[src/rtl/wb_arbiter_if.sv]
// Register-file write-port arbitration bus: the channel 0 pipeline
// write, the long-latency channel valid/ready handshakes and the
// registered register-file write port.
interface wb_arbiter_if #(
    parameter int XLEN   = 32,
    parameter int NUM_CH = 4
);
    // Channel 0 (in-order pipeline)
    logic                            p_valid_i;
    logic                            p_hold_i;
    logic                            p_flush_i;
    logic [4:0]                      p_rd_i;
    logic [1:0]                      p_data_sel_i;
    logic [XLEN-1:0]                 p_pc_incr_i;
    logic [XLEN-1:0]                 p_alu_i;
    logic [XLEN-1:0]                 p_rdata_i;
    logic [1:0]                      p_size_i;
    logic                            p_unsigned_i;
    logic                            p_hold_o;

    // Long-latency channels, indexed by channel number 1..NUM_CH-1
    logic [NUM_CH-1:1]               a_valid_i;
    logic [NUM_CH-1:1]               a_ready_o;
    logic [NUM_CH-1:1][4:0]          a_rd_i;
    logic [NUM_CH-1:1][XLEN-1:0]     a_data_i;

    // Register-file write port
    logic                            rf_we_o;
    logic [4:0]                      rf_waddr_o;
    logic [XLEN-1:0]                 rf_wdata_o;

    modport slave (
        input  p_valid_i, p_hold_i, p_flush_i, p_rd_i, p_data_sel_i,
        input  p_pc_incr_i, p_alu_i, p_rdata_i, p_size_i, p_unsigned_i,
        input  a_valid_i, a_rd_i, a_data_i,
        output p_hold_o, a_ready_o,
        output rf_we_o, rf_waddr_o, rf_wdata_o
    );

    modport master (
        output p_valid_i, p_hold_i, p_flush_i, p_rd_i, p_data_sel_i,
        output p_pc_incr_i, p_alu_i, p_rdata_i, p_size_i, p_unsigned_i,
        output a_valid_i, a_rd_i, a_data_i,
        input  p_hold_o, a_ready_o,
        input  rf_we_o, rf_waddr_o, rf_wdata_o
    );
endinterface

[src/rtl/wb_arbiter.sv]
// Write-back arbiter: shares the single register-file write port between
// the in-order pipeline (channel 0) and the long-latency result channels.
// The pipeline normally has priority; long-latency channels are served
// round-robin in idle pipeline slots, and a channel that has waited
// STARVE_LIM cycles stalls the pipeline to force its way in.
module wb_arbiter #(
    parameter int XLEN       = 32,
    parameter int NUM_CH     = 4,
    parameter int STARVE_LIM = 8
) (
    input logic         clk_i,
    input logic         rst_ni,
    wb_arbiter_if.slave bus
);
    localparam int              NA      = NUM_CH - 1;
    localparam logic [7:0]      LIM     = 8'(STARVE_LIM);
    localparam logic [NA-1:0]   RR_INIT = NA'(1);

    logic                        p_wr_base;
    logic                        p_wr_eff;
    logic                        p_hold;
    logic [XLEN-1:0]             load_ext;
    logic [XLEN-1:0]             p_data;

    logic [NUM_CH-1:1]           starve;
    logic [NUM_CH-1:1]           grant_oh;
    logic                        found;
    logic [NUM_CH-1:1]           rr_q, rr_d;
    logic [NUM_CH-1:1][7:0]      age_q, age_d;

    logic [4:0]                  g_rd;
    logic [XLEN-1:0]             g_data;

    logic                        rf_we_q, rf_we_d;
    logic [4:0]                  rf_waddr_q, rf_waddr_d;
    logic [XLEN-1:0]             rf_wdata_q, rf_wdata_d;

    // Pipeline wants the port unless stalled or flushed; a starving channel
    // takes the port from it, which is reported back as a stall request.
    assign p_wr_base = bus.p_valid_i & ~bus.p_hold_i & ~bus.p_flush_i;
    assign p_hold    = rst_ni & (|starve) & bus.p_valid_i & ~bus.p_flush_i;
    assign p_wr_eff  = p_wr_base & ~p_hold;

    assign bus.p_hold_o   = p_hold;
    assign bus.a_ready_o  = rst_ni ? grant_oh : '0;
    assign bus.rf_we_o    = rf_we_q;
    assign bus.rf_waddr_o = rf_waddr_q;
    assign bus.rf_wdata_o = rf_wdata_q;

    // Channel 0 result: pc+4, size/sign-extended load data or ALU result
    always_comb begin
        load_ext = bus.p_rdata_i;
        case (bus.p_size_i)
            2'b00:   load_ext = {{(XLEN-8){bus.p_rdata_i[7] & ~bus.p_unsigned_i}},
                                 bus.p_rdata_i[7:0]};
            2'b01:   load_ext = {{(XLEN-16){bus.p_rdata_i[15] & ~bus.p_unsigned_i}},
                                 bus.p_rdata_i[15:0]};
            default: load_ext = bus.p_rdata_i;
        endcase
        if (bus.p_data_sel_i[1]) begin
            p_data = bus.p_pc_incr_i;
        end else if (bus.p_data_sel_i[0]) begin
            p_data = load_ext;
        end else begin
            p_data = bus.p_alu_i;
        end
    end

    // A channel is starving once its wait count has saturated while still requesting
    always_comb begin
        starve = '0;
        for (int k = 1; k < NUM_CH; k++) begin
            starve[k] = bus.a_valid_i[k] & (age_q[k] == LIM);
        end
    end

    // Grant selection: lowest starving channel first, else round-robin in idle pipeline slots
    always_comb begin
        grant_oh = '0;
        found    = 1'b0;
        if (|starve) begin
            for (int k = NUM_CH - 1; k >= 1; k--) begin
                if (starve[k]) begin
                    grant_oh    = '0;
                    grant_oh[k] = 1'b1;
                end
            end
        end else if (!p_wr_base) begin
            // i is the search distance from the pointer, so nearer channels win
            for (int i = 0; i < NA; i++) begin
                for (int s = 1; s <= NA; s++) begin
                    for (int c = 1; c <= NA; c++) begin
                        if ((((c - s + NA) % NA) == i) && rr_q[s] &&
                            bus.a_valid_i[c] && !found) begin
                            grant_oh[c] = 1'b1;
                            found       = 1'b1;
                        end
                    end
                end
            end
        end
    end

    // Wait-age bookkeeping and round-robin pointer advance past the winner
    always_comb begin
        age_d = age_q;
        rr_d  = rr_q;
        for (int k = 1; k < NUM_CH; k++) begin
            if (!bus.a_valid_i[k] || grant_oh[k]) begin
                age_d[k] = '0;
            end else if (age_q[k] != LIM) begin
                age_d[k] = age_q[k] + 8'd1;
            end
        end
        if (|grant_oh) begin
            rr_d = '0;
            for (int k = 1; k < NUM_CH; k++) begin
                if (grant_oh[k]) begin
                    rr_d[(k == NA) ? 1 : k + 1] = 1'b1;
                end
            end
        end
    end

    // Next write-port contents; x0 destinations complete without writing
    always_comb begin
        g_rd       = '0;
        g_data     = '0;
        rf_we_d    = 1'b0;
        rf_waddr_d = rf_waddr_q;
        rf_wdata_d = rf_wdata_q;
        for (int k = 1; k < NUM_CH; k++) begin
            if (grant_oh[k]) begin
                g_rd   = bus.a_rd_i[k];
                g_data = bus.a_data_i[k];
            end
        end
        if (|grant_oh) begin
            if (g_rd != 5'd0) begin
                rf_we_d    = 1'b1;
                rf_waddr_d = g_rd;
                rf_wdata_d = g_data;
            end
        end else if (p_wr_eff && (bus.p_rd_i != 5'd0)) begin
            rf_we_d    = 1'b1;
            rf_waddr_d = bus.p_rd_i;
            rf_wdata_d = p_data;
        end
    end

    // State registers with synchronous active-low reset
    always_ff @(posedge clk_i) begin
        if (!rst_ni) begin
            rf_we_q    <= 1'b0;
            rf_waddr_q <= '0;
            rf_wdata_q <= '0;
            age_q      <= '0;
            rr_q       <= RR_INIT;
        end else begin
            rf_we_q    <= rf_we_d;
            rf_waddr_q <= rf_waddr_d;
            rf_wdata_q <= rf_wdata_d;
            age_q      <= age_d;
            rr_q       <= rr_d;
        end
    end
endmodule

[src/flat_wrapper.sv]
// flat-port wrapper written by rule: the top's interface ports become plain ports
module wb_arbiter_flat 
#(
    parameter int XLEN       = 32,
    parameter int NUM_CH     = 4,
    parameter int STARVE_LIM = 8
)
  (clk_i, rst_ni, bus_p_valid_i, bus_p_hold_i, bus_p_flush_i, bus_p_rd_i, bus_p_data_sel_i, bus_p_pc_incr_i, bus_p_alu_i, bus_p_rdata_i, bus_p_size_i, bus_p_unsigned_i, bus_a_valid_i, bus_a_rd_i, bus_a_data_i, bus_p_hold_o, bus_a_ready_o, bus_rf_we_o, bus_rf_waddr_o, bus_rf_wdata_o);
  wb_arbiter_if #(.XLEN(XLEN), .NUM_CH(NUM_CH)) bus_i ();
  input logic clk_i;
  input logic rst_ni;
  input wire logic [$bits(bus_i.p_valid_i)-1:0] bus_p_valid_i;
  input wire logic [$bits(bus_i.p_hold_i)-1:0] bus_p_hold_i;
  input wire logic [$bits(bus_i.p_flush_i)-1:0] bus_p_flush_i;
  input wire logic [$bits(bus_i.p_rd_i)-1:0] bus_p_rd_i;
  input wire logic [$bits(bus_i.p_data_sel_i)-1:0] bus_p_data_sel_i;
  input wire logic [$bits(bus_i.p_pc_incr_i)-1:0] bus_p_pc_incr_i;
  input wire logic [$bits(bus_i.p_alu_i)-1:0] bus_p_alu_i;
  input wire logic [$bits(bus_i.p_rdata_i)-1:0] bus_p_rdata_i;
  input wire logic [$bits(bus_i.p_size_i)-1:0] bus_p_size_i;
  input wire logic [$bits(bus_i.p_unsigned_i)-1:0] bus_p_unsigned_i;
  input wire logic [$bits(bus_i.a_valid_i)-1:0] bus_a_valid_i;
  input wire logic [$bits(bus_i.a_rd_i)-1:0] bus_a_rd_i;
  input wire logic [$bits(bus_i.a_data_i)-1:0] bus_a_data_i;
  output wire logic [$bits(bus_i.p_hold_o)-1:0] bus_p_hold_o;
  output wire logic [$bits(bus_i.a_ready_o)-1:0] bus_a_ready_o;
  output wire logic [$bits(bus_i.rf_we_o)-1:0] bus_rf_we_o;
  output wire logic [$bits(bus_i.rf_waddr_o)-1:0] bus_rf_waddr_o;
  output wire logic [$bits(bus_i.rf_wdata_o)-1:0] bus_rf_wdata_o;
  assign bus_i.p_valid_i = bus_p_valid_i;
  assign bus_i.p_hold_i = bus_p_hold_i;
  assign bus_i.p_flush_i = bus_p_flush_i;
  assign bus_i.p_rd_i = bus_p_rd_i;
  assign bus_i.p_data_sel_i = bus_p_data_sel_i;
  assign bus_i.p_pc_incr_i = bus_p_pc_incr_i;
  assign bus_i.p_alu_i = bus_p_alu_i;
  assign bus_i.p_rdata_i = bus_p_rdata_i;
  assign bus_i.p_size_i = bus_p_size_i;
  assign bus_i.p_unsigned_i = bus_p_unsigned_i;
  assign bus_i.a_valid_i = bus_a_valid_i;
  assign bus_i.a_rd_i = bus_a_rd_i;
  assign bus_i.a_data_i = bus_a_data_i;
  assign bus_p_hold_o = bus_i.p_hold_o;
  assign bus_a_ready_o = bus_i.a_ready_o;
  assign bus_rf_we_o = bus_i.rf_we_o;
  assign bus_rf_waddr_o = bus_i.rf_waddr_o;
  assign bus_rf_wdata_o = bus_i.rf_wdata_o;
  wb_arbiter #(.XLEN(XLEN), .NUM_CH(NUM_CH), .STARVE_LIM(STARVE_LIM)) u_core (.clk_i(clk_i), .rst_ni(rst_ni), .bus(bus_i));
endmodule
[config.mk]
export PLATFORM = sky130hd
export DESIGN_NAME = wb_arbiter_flat
export DESIGN_NICKNAME = d
export VERILOG_FILES = /design/src/rtl/wb_arbiter_if.sv /design/src/rtl/wb_arbiter.sv /design/src/flat_wrapper.sv
export SDC_FILE = /design/constraint.sdc
export NUM_CORES = 1
export LEC_CHECK = 0
export CORE_ASPECT_RATIO = 1.5
export CORE_MARGIN = 3
export CORE_UTILIZATION = 42
export DETAILED_ROUTE_END_ITERATION = 8
export GPL_ROUTABILITY_DRIVEN = 0
export PLACE_DENSITY_LB_ADDON = 0.25
export RECOVER_POWER = 25
export REMOVE_ABC_BUFFERS = 1
export SYNTH_ARGS = -nofsm -noshare
export SYNTH_HDL_FRONTEND = slang
export SYNTH_SLANG_ARGS = --single-unit
[constraint.sdc]
create_clock -name clk_i -period 7.2 [get_ports clk_i]
set_input_delay 1.44 -clock clk_i [delete_from_list [all_inputs] [get_ports clk_i]]
set_output_delay 1.44 -clock clk_i [all_outputs]
set_load 0.03 [all_outputs]
==> results.toml <==
[outcome]
status = "complete, no violations"

[clocking]
clk_pin_slew_worst_paths_ps = 50
cts-htree-levels = 3
cts.repair.resized = 0
cts_buffers = 9
clk_path_buf_depth = 2
cts_hold_buffers = 0
postCtsSetupBuffers = 0
cts_sinks = 65
insertion_delay_ps = 320
cts_tree = "done"
root_buffer = "clkbuf_16"

[critical_path]
r2r_cells = 12
startpoint = "bus_a_valid_i[0]"
path_max_fanout = 40
cp.arrival_ps = 4120
start_kind = "input port"
criticalPathCategory = "in2out"
r2r-start = "u_core.age_q[16]$_SDFFE_PP0P_"
cp.required_ps = 5760
cp-end-kind = "output port"

[timing]
setup_viol = 0
tns_ps = 0
hold_ws_ps = 458.2
slew_headroom_pct = 38.25
finalClockSkew_ps = 5.175
maxSlewViolCount = 0
finalCriticalPeriod_ps = 5560
rsz0062_at_grt = "false"
worstMarginPinSlew_ps = 926.2
period_share_pct = 77.22
hold_viol = 0
fmax_mhz = 179.9

[yosys]
synth.top_cell.area_share_pct = 28.21
synth_commonest_cells = "104 x nand2_1, 65 x dfxtp_1, 47 x nor2_1, 43 x o211ai_1, 42 x mux2i_1"
synth_top_area_cell = "dfxtp_1"
yosysUniqueCellTypes = 63
synth.most_common_cell = "nand2_1"
synthTopCellsByArea = "dfxtp_1 28%, mux2i_1 9.1%, nand2_1 8.5%, a222oi_1 7.4%, o211ai_1 7.0%"
netlist_instances = 595
synth_seq_area_share_pct = 28.21
synth-main-ff-cell = "dfxtp_1"
syn_area_um2 = 4612
ys_ff_latch = 65
syn_avg_cell_area_um2 = 7.751
synth-async-reset-ratio_pct = 0
synth_warnings = 0
synth_edf_count = 0

[power]
max-vdd-ir-drop_uv = 138.9
seqPwrFrac_pct = 31.0
switchingPower_uw = 451.3
power_density_nw_per_um2 = 182.1
leakagePower_nw = 2.938
p_int_uw = 917.9
p_comb_share_pct = 40.5
clkPwrFrac_pct = 28.5
power.share.switching_pct = 32.96

[grt]
grt_pass1_wl_um = 30280
grt_use_total_pct = 30.96
grt_max_degree = 72
grt_overflow_total = 0
globalRouteMet1Util_pct = 33.52
grt_pass1_vias = 5602
grt_use_met3_pct = 11.78
antenna_found_initial = 0
grt_util_met2_pct = 53.23
top_usage_layer = "met2"

[cells_and_area]
area_growth_pct = 63.05
drive_gt1_share_pct = 4.327
layout.nets = 1060
num_antenna_cells = 0

[floorplanning]
io_pins = 267
start_util_pct = 43.31
core_um2 = 10650
dieWidth_um = 91.56
dieArea_um2 = 12300
std_cell_rows = 46
die_h_um = 134.3

[drt]
viasPerCell = 5.721
first_pass_iters = 6
drt_iter0_markers = 510
wirelength_um = 19620
post_drt_wl_per_cell_um = 20.10
dr_total_vias = 5584
detail-route-antenna-nets = 0
drc = 0

[hold_path]
hp-start = "u_core.bus.rf_wdata_o[1]$_SDFFE_PN0P_"
hold_class = "reg2reg"
hold_path_depth = 2

[placement]
hpwl_um = 14800
portBuffers = 266

[flow_run]
drv_cap = 0
power groups by stage:
| stage | clock network (mW) | logic (mW) | registers, mW |
|---|---|---|---|
| floorplan | 0 | 0.205 | 0.503 |
| global placement | 0 | 0.548 | 0.430 |
| detailed placement | 0 | 0.558 | 0.433 |
| CTS | 0.397 | 0.563 | 0.426 |
| global route | 0.409 | 0.591 | 0.429 |
| finish | 0.390 | 0.554 | 0.425 |
final timing paths:
check             slack [ps]                                     to
hold / removal           460  u_core.bus.rf_wdata_o[1]$_SDFFE_PN0P_
setup reg to reg        3550  u_core.bus.rf_wdata_o[6]$_SDFFE_PN0P_
hold reg to reg          460  u_core.bus.rf_wdata_o[1]$_SDFFE_PN0P_
setup / recovery        1640                       bus_a_ready_o[0]
sequential cells by signal, summed over array words and instances, names as in the netlist:
name                   flops
u_core.rr_q                3
u_core.bus.rf_wdata_o     32
u_core.bus.rf_we_o         1
u_core.age_q              24
u_core.bus.rf_waddr_o      5
metal layers:
layer,vias to the layer above,routed length [µm]
li1,2665,-
met1,2588,6830
met2,280,9799
met3,51,2209
met4,0,782
met5,-,0
logic make-up (layout without fill, tap and decap cells):
family                   Yosys count  after routing  share of synthesized area [%]
AO/OA/AOI/OAI                    160            160                          25.26
XOR/XNOR                          21             21                          3.988
adder cells (fa/ha/maj)            6              6                          1.628
buffers and inverters             61            298                          6.565
flip-flops                        65             65                          28.21
multiplexers                      43             43                          9.360
AND/OR/NAND/NOR                  239            239                          24.99
area by class of cell:
type / instances / area (µm²)
tap: 144 / 180.2
inverter: 11 / 41.29
timing repair buffer: 273 / 2700
sequential: 65 / 1301
clock buffer: 14 / 264.0
multi-input combinational: 469 / 3033
fill: 859 / 3128
placed cells by master (no fill, tap or decap), types with 15 or more instances in the layout:
| cell type | n |
|---|---|
| nor2b_1 | 17 |
| o211ai_1 | 43 |
| nand2_1 | 104 |
| o21ai_0 | 33 |
| xor2_1 | 15 |
| dlygate4sd3_1 | 26 |
| nor2_1 | 46 |
| dfxtp_1 | 65 |
| a21oi_1 | 29 |
| clkdlybuf4s50_1 | 237 |
| nand3_1 | 28 |
| mux2i_1 | 42 |
| a222oi_1 | 34 |
critical path, cell delays in order:
cell and delay (ps):
clkdlybuf4s50_1 550, nor4b_1 230, and4bb_1 440, a21o_1 150, buf_4 400, and2_1 200, clkdlybuf4s50_1 660
per-stage QoR:
step / power, mW / util [%] / instance area (µm²) / setup slack, ps / instances
finish: 1.369 / 70.62 / 7520 / 1640 / 976
global route: 1.430 / 70.62 / 7520 / 1522 / 976
CTS: 1.386 / 70.62 / 7520 / 1639 / 976
detailed placement: 0.9910 / 68.14 / 7256 / 1622 / 962
global placement: 0.9782 / 68.14 / 7256 / 1723 / 962
floorplan: 0.7076 / - / 4350 / 1239 / 545
No activity file was read; power rests on OpenSTA's default activity.
